--- config.mk ---
export PLATFORM = sky130hd
export DESIGN_NAME = flash_fetch_unit
export DESIGN_NICKNAME = d
export VERILOG_FILES = /design/src/rtl/flash_fetch_unit.sv
export SDC_FILE = /design/constraint.sdc
export NUM_CORES = 1
export LEC_CHECK = 0
export BUFFER_PORTS_ARGS = -buffer_cell sky130_fd_sc_hd__buf_2
export CAP_MARGIN = 0
export CORE_MARGIN = 1
export CORE_UTILIZATION = 42
export CTS_BUF_LIST = sky130_fd_sc_hd__clkbuf_4
export DETAILED_ROUTE_END_ITERATION = 6
export GPL_ROUTABILITY_DRIVEN = 0
export HOLD_SLACK_MARGIN = 0.02
export SLEW_MARGIN = 30
export SYNTH_ARGS = -nofsm -noshare
export SYNTH_HDL_FRONTEND = slang
export SYNTH_SLANG_ARGS = --single-unit
--- constraint.sdc ---
create_clock -name clock -period 1.9 [get_ports clock]
set_clock_uncertainty 0.15 [all_clocks]
set_input_delay 0.19 -clock clock [delete_from_list [all_inputs] [get_ports clock]]
set_output_delay 0.19 -clock clock [all_outputs]
set_load 0.01 [all_outputs]
--- src/rtl/flash_fetch_unit.sv ---
`default_nettype none
// ============================================================================
// Module   : flash_fetch_unit
// Purpose  : Fetches 32-bit instructions from SPI NOR flash (READ 0x03) and
//            keeps a one-entry last-address buffer for repeated PCs.
// Revision : 1.0 - initial release
// ============================================================================
module flash_fetch_unit #(
    parameter int          CLK_DIV    = 2,
    parameter logic [23:0] FLASH_BASE = 24'h000000
) (
    input  logic        clock,
    input  logic        reset,
    input  logic        fetch_req,
    input  logic [31:0] fetch_addr,
    output logic        fetch_ready,
    output logic        instruction_valid,
    output logic [31:0] instruction,
    output logic        flashClk,
    input  logic        flashMiso,
    output logic        flashMosi,
    output logic        flashCs
);

    localparam int                 c_DIV_W    = (CLK_DIV > 1) ? $clog2(CLK_DIV) : 1;
    localparam logic [c_DIV_W-1:0] c_DIV_LAST = c_DIV_W'(CLK_DIV - 1);
    localparam logic [31:0]        c_NOP      = 32'h0000_0013;
    localparam logic [7:0]         c_CMD_READ = 8'h03;

    localparam logic [2:0] c_IDLE     = 3'd0;
    localparam logic [2:0] c_CS_SETUP = 3'd1;
    localparam logic [2:0] c_SHIFT    = 3'd2;
    localparam logic [2:0] c_CS_HOLD  = 3'd3;
    localparam logic [2:0] c_DONE     = 3'd4;
    localparam logic [2:0] c_DESELECT = 3'd5;

    logic [2:0]         r_state;
    logic [2:0]         w_next_state;
    logic [c_DIV_W-1:0] r_div;
    logic               r_phase;
    logic [6:0]         r_bit;
    logic [31:0]        r_tx;
    logic [31:0]        r_rx;
    logic [31:0]        r_addr;
    logic [31:0]        r_tag;
    logic               r_tag_valid;
    logic               r_miss;
    logic               r_ready;
    logic               r_valid;
    logic [31:0]        r_instr;
    logic               r_sck;
    logic               r_mosi;
    logic               r_cs;

    logic [31:0] w_req_addr;
    logic [23:0] w_flash_addr;
    logic        w_accept;
    logic        w_hit;
    logic        w_div_end;
    logic        w_bit_end;
    logic        w_sample;
    logic        w_complete;

    assign w_req_addr   = fetch_addr & 32'hFFFF_FFFC;
    assign w_flash_addr = FLASH_BASE + w_req_addr[23:0];
    assign w_accept     = (r_state == c_IDLE) && fetch_req;
    assign w_hit        = r_tag_valid && (r_tag == w_req_addr);
    assign w_div_end    = (r_div == c_DIV_LAST);
    assign w_bit_end    = (r_state == c_SHIFT) && r_phase && w_div_end;
    // First cycle of the high half-period: the edge that raises the pin SCK.
    assign w_sample     = (r_state == c_SHIFT) && r_phase && (r_div == '0) && r_bit[5];
    assign w_complete   = (r_state == c_DONE) && r_miss;

    always_comb begin
        w_next_state = r_state;
        case (r_state)
            c_IDLE:     if (fetch_req) w_next_state = w_hit ? c_DONE : c_CS_SETUP;
            c_CS_SETUP: if (w_div_end) w_next_state = c_SHIFT;
            c_SHIFT:    if (w_bit_end && (r_bit == 7'd63)) w_next_state = c_CS_HOLD;
            c_CS_HOLD:  if (w_div_end) w_next_state = c_DONE;
            c_DONE:     w_next_state = r_miss ? c_DESELECT : c_IDLE;
            c_DESELECT: if (w_div_end) w_next_state = c_IDLE;
            default:    w_next_state = c_IDLE;
        endcase
    end

    // Pin registers follow the sequencer state one cycle later, so the pin view
    // of every phase keeps its full length and the pins are glitch-free.
    always_ff @(posedge clock) begin
        if (reset) begin
            r_state     <= c_IDLE;
            r_div       <= '0;
            r_phase     <= 1'b0;
            r_bit       <= 7'd0;
            r_tx        <= 32'd0;
            r_rx        <= 32'd0;
            r_addr      <= 32'd0;
            r_tag       <= 32'd0;
            r_tag_valid <= 1'b0;
            r_miss      <= 1'b0;
            r_ready     <= 1'b1;
            r_valid     <= 1'b0;
            r_instr     <= c_NOP;
            r_sck       <= 1'b0;
            r_mosi      <= 1'b0;
            r_cs        <= 1'b1;
        end else begin
            r_state <= w_next_state;

            if ((r_state == c_IDLE) || (r_state == c_DONE) || (w_next_state != r_state) || w_div_end)
                r_div <= '0;
            else
                r_div <= r_div + c_DIV_W'(1);

            if (r_state != c_SHIFT)
                r_phase <= 1'b0;
            else if (w_div_end)
                r_phase <= ~r_phase;

            if (r_state != c_SHIFT)
                r_bit <= 7'd0;
            else if (w_bit_end)
                r_bit <= r_bit + 7'd1;

            if (w_accept) begin
                r_addr <= w_req_addr;
                r_miss <= !w_hit;
                r_tx   <= {c_CMD_READ, w_flash_addr};
            end else if (w_bit_end) begin
                r_tx <= {r_tx[30:0], 1'b0};
            end

            if (w_sample)
                r_rx <= {r_rx[30:0], flashMiso};

            if (w_complete) begin
                r_instr     <= {r_rx[7:0], r_rx[15:8], r_rx[23:16], r_rx[31:24]};
                r_tag       <= r_addr;
                r_tag_valid <= 1'b1;
            end

            r_valid <= (w_accept && w_hit) || w_complete;
            r_ready <= (w_next_state == c_IDLE);
            r_cs    <= !((r_state == c_CS_SETUP) || (r_state == c_SHIFT) || (r_state == c_CS_HOLD));
            r_sck   <= (r_state == c_SHIFT) && r_phase;
            r_mosi  <= ((r_state == c_CS_SETUP) || (r_state == c_SHIFT)) && r_tx[31];
        end
    end

    assign fetch_ready       = r_ready;
    assign instruction_valid = r_valid;
    assign instruction       = r_instr;
    assign flashClk          = r_sck;
    assign flashMosi         = r_mosi;
    assign flashCs           = r_cs;

endmodule
`default_nettype wire

Word level (Yosys, flattened, before mapping) --
Cells that the tools add are included.
Storage, ports and cells: output and inout bits 37, register bits 173
Operators by class: equal/unequal tests 9, bitwise gates (word level) 2, mux-type cells 10, reductions and logical operators 24, add/subtract/negate cells 2
Operators with widths (number):
- 26-bit 2-to-1 mux | 2
- 30-bit == test | 1
- 3-bit 2-to-1 mux | 7
- 3-bit case mux with 6 select lines | 1
- 1-bit logical AND | 10
- 7-bit by 1-bit adder with 7-bit output (second input constant) | 1
- 7-bit by 6-bit == test with 1-bit output (second input constant) | 1
- 3-bit by 2-bit == test with 1-bit output (second input constant) | 2
- 3-bit == test (second input constant) | 2
- 3-bit logical NOT | 2
- 1-bit logical OR | 6
- 2-bit OR reduction | 3
- 3-bit by 1-bit == test with 1-bit output (second input constant) | 1
- 3-bit by 2-bit inequality test with 1-bit output (second input constant) | 1
- 3-bit inequality test | 1
- 1-bit logical NOT | 2
- 1-bit inverter | 2
- 2-bit nonzero test | 1
- 1-bit adder (second input constant) | 1

Longest topological paths before layout --
Gate-level depths: netlist of run 1.
depth after elaboration 10, gate-level depth with buffers 7, depth with buffers taken out 6

Worst setup path after synthesis of run 1 --
Ideal clock, no wire load.
path kind register to register, start register r_tag[8], end register r_state[0], arrival time 1.535 ns, library setup time 0.114 ns, path slack 0.101 ns, path buffers 0, data required time 1.636 ns, cell stages (with the launch flop) 6, cell sequence dfxtp_1 > xor2_1 > nor4_1 > nand4_1 > or4_4 > a21o_1
On the way: cells in the longest elaborated chain, start to end 5
Ends and longest elaborated chain:
- start: declaration | line 45 | logic [31:0] r_tag;
- start signal: assignment | line 138 | r_tag <= r_addr;
- 30-bit == test | line 67 | assign w_hit = r_tag_valid && (r_tag == w_req_addr);
- 1-bit logical AND | line 67
- 3-bit 2-to-1 mux (2 in a row) | line 77 | c_IDLE: if (fetch_req) w_next_state = w_hit ? c_DONE : c_CS_SETUP;
- 3-bit case mux with 6 select lines | line 76 | case (r_state)
- end signal: assignment | line 91 | r_state <= c_IDLE;
- end signal: assignment | line 108 | r_state <= w_next_state;
- end: declaration | line 37 | logic [2:0] r_state;
No other way between the ends. A chain may end at the register's enable or synchronous reset.

Final worst setup path of run 1 --
start register r_tag[21], end register r_state[0]
Same word-level chain as after synthesis.

==> flow_summary.yaml, run 1 <==
route:
  vias_per_cell: 4.968
  dr_total_vias: 5579
  routed_len_inst_um: 13.41
  number_of_remaining_drc_errors: 0
  detail-route-antenna-nets: 0
  drt-pass1-iter-count: 4
  drt_iter0_drc: 399
  postRouteWirelength_um: 15060
synthesis:
  ys_seq_elements: 173
  synth_cell_area_um2: 6554
  ys_warn_count: 0
  async_reset_ff_share_pct: 0
  synth_enable_flop_cells: 0
  synthesis.instances: 824
  syn-num-nets: 861
  synthesis.area_per_instance_um2: 7.954
  flip_flop_cell_with_the_highest_count_after_synthesis: "sky130_fd_sc_hd__dfxtp_1"
  number_of_unique_standard_cell_types_used_by_synthesis: 34
  synth_sequential_area_ratio_pct: 52.84
global_route:
  number_of_antenna_violations_at_the_first_check_in_global_routing: 1
  grt_overall_usage_pct: 19.39
  grt_pass1_wl_um: 25060
  grt_pass1_vias: 5125
  largest_net_degree_at_the_start_of_global_routing: 93
  overflow: 0
floorplanning:
  die_height_um: 126.9
  die_area_um2: 16110
  core-area_um2: 15200
  initial_utilization_pct: 43.11
  die_width_um: 126.9
  rows: 45
  boundaryPins: 73
power_and_ir_drop:
  power.ir.vdd_worst_v: 0.0003898
  power_per_cell_area_nw_per_um2: 808.1
  power.leakage_uw: 0.002934
  power.total_uw: 6378
cts:
  clockRootBuffer: "sky130_fd_sc_hd__clkbuf_4"
  number_of_buffers_on_the_longest_clock_path: 2
  cts-buffers-inserted: 17
  clk_pin_slew_ns: 0.14
  worstSkewPairLatency_ns: 0.56
  cts-htree-levels: 4
  cts_num_sinks: 173
  tritoncts_clock_tree: "yes"
critical_path:
  launch_instance_of_the_worst_register_to_register_path: "r_tag[21]"
  timing.critical_path.required_ns: 2.21
  setup.reg_to_reg.worst_slack_ns: -0.09
  crit_path_max_fanout: 4
  cp_data_arrival_time_ns: 2.30
  critical_path_class: "reg2reg"
  crit_path_start_kind: "flip-flop"
  timing.reg2reg.worst_path_depth: 6
  timing.critical_path.to_type: "flip-flop"
  critical_path.reg2reg.endpoint: "r_state[0]"
sta:
  period_needed_ns: 1.986
  setup_violations: 3
  period_share_pct: 104.5
  worst_pin_slew_ns: 0.3940
  timing.slew.headroom_pct: 73.70
  finalWorstSetupSlack_ns: -0.08601
  grt_setup_unrepaired: "yes"
  hold_viol: 0
  report.final.slew_viol_count: 0
  max_freq_mhz: 503.5
status:
  violations: "setup timing"
  run_status: "complete, but fails checks"
finish:
  nNetsFinal: 958
  layout-drive-gt1-share_pct: 15.54
  area_growth_syn_to_layout_pct: 20.43
  fillCellCount: 1499
  finish.instance_area_um2: 7893
min_path:
  worstHoldStart: "flashMiso"
  worst_hold_path_ep: "r_rx[0]"
  worst_hold_path_type: "in2reg"
  hold_path_depth: 4
job:
  max_cap_viol_count: 0
placed_design:
  placed_cell_area_um2: 7234
  detailed_place_hpwl_um: 8971
  port_buffers: 70
==> layout make-up <==
class	count	area [µm²]	share of cell area, %
antenna	2	5.005	0.06341
clock buffer	21	157.7	1.997
clock inverter	10	91.34	1.157
inverter	1	3.754	0.04756
multi-input combinational	590	2861	36.26
sequential	173	3466	43.91
tap	188	235.2	2.980
timing repair buffer	138	1072	13.59
==> layout by cell type (no fill, tap or decap), types with 2 or more instances in the layout <==
master	synthesis	final
sky130_fd_sc_hd__nand2_1	315	315
sky130_fd_sc_hd__o22ai_1	2	2
sky130_fd_sc_hd__xnor2_1	14	14
sky130_fd_sc_hd__a21oi_1	134	134
sky130_fd_sc_hd__clkbuf_16	0	2
sky130_fd_sc_hd__dfxtp_2	0	2
sky130_fd_sc_hd__diode_2	0	2
sky130_fd_sc_hd__nand4_1	4	4
sky130_fd_sc_hd__nand2b_1	2	2
sky130_fd_sc_hd__clkbuf_4	0	21
sky130_fd_sc_hd__a31oi_1	2	2
sky130_fd_sc_hd__nor4_1	5	5
sky130_fd_sc_hd__xor2_1	24	24
sky130_fd_sc_hd__a311oi_1	21	21
sky130_fd_sc_hd__o21ai_0	2	2
sky130_fd_sc_hd__buf_4	0	26
sky130_fd_sc_hd__nor2_1	36	35
sky130_fd_sc_hd__nor3_1	3	3
sky130_fd_sc_hd__buf_2	19	69
sky130_fd_sc_hd__nand3_1	4	3
sky130_fd_sc_hd__buf_12	0	7
sky130_fd_sc_hd__inv_6	0	2
sky130_fd_sc_hd__dlygate4sd3_1	0	33
sky130_fd_sc_hd__dfxtp_1	173	171
sky130_fd_sc_hd__clkinvlp_4	0	2
sky130_fd_sc_hd__clkinv_2	0	4
sky130_fd_sc_hd__nand3b_1	7	7
==> routing by layer <==
layer	up-vias	track usage, %	share of wire (%)
met4	0	6.933	1.3
li1	2902	-	-
met2	93	30.64	46
met5	-	0	0
met3	12	4.218	3.1
met1	2572	26.11	50
==> synthesized netlist by cell type (2+ instances only) <==
cell type	count	share of area, %
sky130_fd_sc_hd__nand2_1	315	18
sky130_fd_sc_hd__o22ai_1	2	0.19
sky130_fd_sc_hd__xor2_1	24	3.2
sky130_fd_sc_hd__clkbuf_1	40	2.3
sky130_fd_sc_hd__o21ai_0	2	0.15
sky130_fd_sc_hd__buf_2	19	1.5
sky130_fd_sc_hd__nor4_1	5	0.48
sky130_fd_sc_hd__and3_1	2	0.19
sky130_fd_sc_hd__nor3_1	3	0.23
sky130_fd_sc_hd__dfxtp_1	173	53
sky130_fd_sc_hd__xnor2_1	14	1.9
sky130_fd_sc_hd__a311oi_1	21	2.8
sky130_fd_sc_hd__nand2b_1	2	0.19
sky130_fd_sc_hd__nand3b_1	7	0.80
sky130_fd_sc_hd__nand3_1	4	0.31
sky130_fd_sc_hd__a31oi_1	2	0.19
sky130_fd_sc_hd__nand4_1	4	0.38
sky130_fd_sc_hd__a21oi_1	134	10
sky130_fd_sc_hd__nor2_1	36	2.1
==> worst max path at each step <==
stage,to,start,cells after the start
3_5_place_dp,r_state[0],r_tag[22],6
2_1_floorplan,r_state[0],r_tag[8],5
3_3_place_gp,r_state[0],r_tag[22],6
6_report,r_state[0],r_tag[21],6
4_1_cts,r_state[0],r_tag[24],6
5_1_grt,r_state[0],r_tag[24],6
==> registers in the layout, summed over array words and instances (netlist names) <==
register / flops
flashCs: 1
r_miss: 1
r_rx: 32
r_tx: 30
fetch_ready: 1
flashClk: 1
flashMosi: 1
r_addr: 30
instruction: 32
r_phase: 1
r_bit: 7
instruction_valid: 1
r_state: 3
r_div: 1
r_tag: 30
r_tag_valid: 1
==> what timing repair did <==
| item | in CTS | in global routing |
|---|---|---|
| setup buffers | 0 | 1 |
| gates cloned | 0 | 3 |
| setup endpoints to repair | 4 | 18 |
| endpoints found under the hold margin | 138 | 0 |
| pin swaps | 1 | 2 |
| gates resized for setup | 1 | 5 |
| hold buffers | 33 | 0 |
==> report_power, final <==
| group | internal [µW] | switching (µW) |
|---|---|---|
| Sequential | 3750 | 69.5 |
| Combinational | 279 | 333 |
| Clock | 701 | 1250 |
==> through the flow <==
step,utilization [%],instances,worst slack [ns],hold WS [ns],TNS [ns]
2_1_floorplan,-,824,0.1013,0.1760,0
3_3_place_gp,47.59,1053,-0.06177,0.2885,-0.1158
3_5_place_dp,47.59,1053,-0.08013,0.2942,-0.1889
4_1_cts,51.41,1117,-0.1040,0.2061,-0.2783
5_1_grt,51.92,1123,-0.1680,0.2184,-0.5577
6_report,51.92,1123,-0.08601,0.2581,-0.2098
==> worst max-delay path, cell delays in order (launching register included) <==
cell	delay, ns
sky130_fd_sc_hd__dfxtp_1	0.34
sky130_fd_sc_hd__xor2_1	0.16
sky130_fd_sc_hd__nor4_1	0.30
sky130_fd_sc_hd__buf_4	0.18
sky130_fd_sc_hd__nand4_1	0.11
sky130_fd_sc_hd__or4_4	0.47
sky130_fd_sc_hd__a21o_1	0.19
==> kinds of logic after synthesis <==
logic type | after synthesis | share of synthesized area (%)
buffers and inverters | 61 | 3.856
flip-flops | 173 | 52.84
XOR/XNOR | 38 | 5.078
adder cells (fa/ha/maj) | 1 | 0.1909
AND/OR/NAND/NOR | 387 | 24.07
AO/OA/AOI/OAI | 164 | 13.96
(Power assumes the default switching activity.)
==> run 2, diff against run 1 <==
==> constraint.sdc (replaced) <==
create_clock -name clock -period 1.9 [get_ports clock]
set_clock_uncertainty 0.15 [all_clocks]
set_input_delay 0.095 -clock clock [delete_from_list [all_inputs] [get_ports clock]]
set_output_delay 0.095 -clock clock [all_outputs]
set_load 0.01 [all_outputs]
==> flow_summary.yaml, run 2 (synthesis gave the netlist of run 1 again) <==
floorplanning:
  boundaryPins: 73
  die_area_um2: 16110
  rows: 45
  die_height_um: 126.9
  initial_utilization_pct: 43.11
  die_width_um: 126.9
  core-area_um2: 15200
route:
  routed_len_inst_um: 13.23
  drt-pass1-iter-count: 4
  dr_total_vias: 5502
  number_of_remaining_drc_errors: 0
  detail-route-antenna-nets: 0
  postRouteWirelength_um: 14690
  drt_iter0_drc: 407
  vias_per_cell: 4.952
sta:
  period_needed_ns: 1.878
  worst_pin_slew_ns: 0.5273
  period_share_pct: 98.83
  max_freq_mhz: 532.6
  setup_violations: 0
  timing.slew.headroom_pct: 64.85
  finalWorstSetupSlack_ns: 0.02226
  grt_setup_unrepaired: "yes"
  hold_viol: 0
  report.final.slew_viol_count: 0
  hold_slack_ns: 0.05639
critical_path:
  worst-path-buf-inv: 0
  crit_path_start_kind: "flip-flop"
  critical_path_class: "reg2reg"
  crit_path_max_fanout: 4
  crit_path_cell_trace: "xor2_1, nor4_1, nand4_1, or4_4, o21a_1"
  dominant_delay_contributor_by_cell_family_on_the_critical_path: "simple AND/OR/NAND/NOR gates"
  max_stage_delay_ns: 0.46
  critPathSlowestCell: "sky130_fd_sc_hd__or4_4"
  cp_data_arrival_time_ns: 2.19
  timing.critical_path.to_type: "flip-flop"
  timing.critical_path.required_ns: 2.21
power_and_ir_drop:
  power.leakage_uw: 0.002894
  power.ir.vdd_worst_v: 0.0005001
  power.total_uw: 6689
  power_per_cell_area_nw_per_um2: 851.6
finish:
  layout-drive-gt1-share_pct: 14.44
  nNetsFinal: 946
  area_growth_syn_to_layout_pct: 19.85
  most_frequent_standard_cell_in_the_layout_excluding_fill_and_tap_cells: "sky130_fd_sc_hd__nand2_1"
  final_cell_mix: "315 x sky130_fd_sc_hd__nand2_1, 170 x sky130_fd_sc_hd__dfxtp_1, 134 x sky130_fd_sc_hd__a21oi_1"
  instances_no_fill: 1111
placed_design:
  detailed_place_hpwl_um: 9010
  dpl_worst_slack_ns: -0.01626
  dp.cells: 1045
  port_buffers: 70
global_route:
  overflow: 0
  number_of_antenna_violations_at_the_first_check_in_global_routing: 1
  grt_pass1_vias: 4985
  largest_net_degree_at_the_start_of_global_routing: 78
  grt_overall_usage_pct: 19.23
  grt_pass1_wl_um: 24700
cts:
  cts_setup_buffers: 0
  clockRootBuffer: "sky130_fd_sc_hd__clkbuf_4"
  number_of_buffers_on_the_longest_clock_path: 2
  worstSkewPairLatency_ns: 0.56
  cts-htree-levels: 4
  tritoncts_clock_tree: "yes"
  clk_pin_slew_ns: 0.13
  cts-buffers-inserted: 17
  cts_num_sinks: 173
min_path:
  worst_hold_path_type: "in2reg"
status:
  run_status: "completed"
job:
  max_cap_viol_count: 0
-- run 2: per-stage QoR --
stage	area, µm²	util [%]	TNS, ns
6_report	7855	51.67	0
5_1_grt	7855	51.67	-0.3070
4_1_cts	7848	51.62	-0.004642
3_5_place_dp	7187	47.28	-0.02280
3_3_place_gp	7187	47.28	-0.03793
2_1_floorplan	6554	-	0
-- run 2: area by class of cell --
type | instances | area (µm²)
fill | 1483 | 7347
clock inverter | 11 | 166.4
multi-input combinational | 590 | 2872
tap | 188 | 235.2
inverter | 1 | 3.754
sequential | 173 | 3467
clock buffer | 20 | 150.1
antenna | 2 | 5.005
timing repair buffer | 126 | 955.9
-- run 2: power breakdown --
part           switching (µW)  internal [µW]
Sequential               68.3           3750
Combinational             316            234
Clock                    1240           1080
Total                    1630           5060
-- run 2: routing by layer --
metal	vias to the layer above	GRT usage (%)	part of all wire [%]	wire length (µm)
met3	16	4.766	3.5	521
met5	-	0	0	0
met1	2523	26.33	50	7342
met4	0	5.812	1.1	163
met2	82	29.86	45	6666
li1	2881	-	-	-
-- run 2: worst reg2reg max path: stages (launching register included) --
cell                      delay [ns]
sky130_fd_sc_hd__dfxtp_1        0.34
sky130_fd_sc_hd__xor2_1         0.15
sky130_fd_sc_hd__nor4_1         0.34
sky130_fd_sc_hd__nand4_1        0.17
sky130_fd_sc_hd__or4_4          0.46
sky130_fd_sc_hd__o21a_1         0.18
-- run 2: timing repair --
action,CTS,global route
pin swaps,1,3
endpoints found under the hold margin,78,0
resized for setup,3,2
setup endpoints to repair,2,24
hold buffers,33,0
-- run 2: worst paths after layout --
| path | slack (ns) | cells after the start | startpoint | to |
|---|---|---|---|---|
| worst max register to register | 0.02 | 5 | r_tag[10] | r_miss |
| worst min-delay path | 0.06 | 6 | fetch_addr[17] | instruction_valid |
| worst min register to register | 0.30 | 2 | r_addr[27] | r_tag[27] |
| worst max-delay path | 0.02 | 5 | r_tag[10] | r_miss |
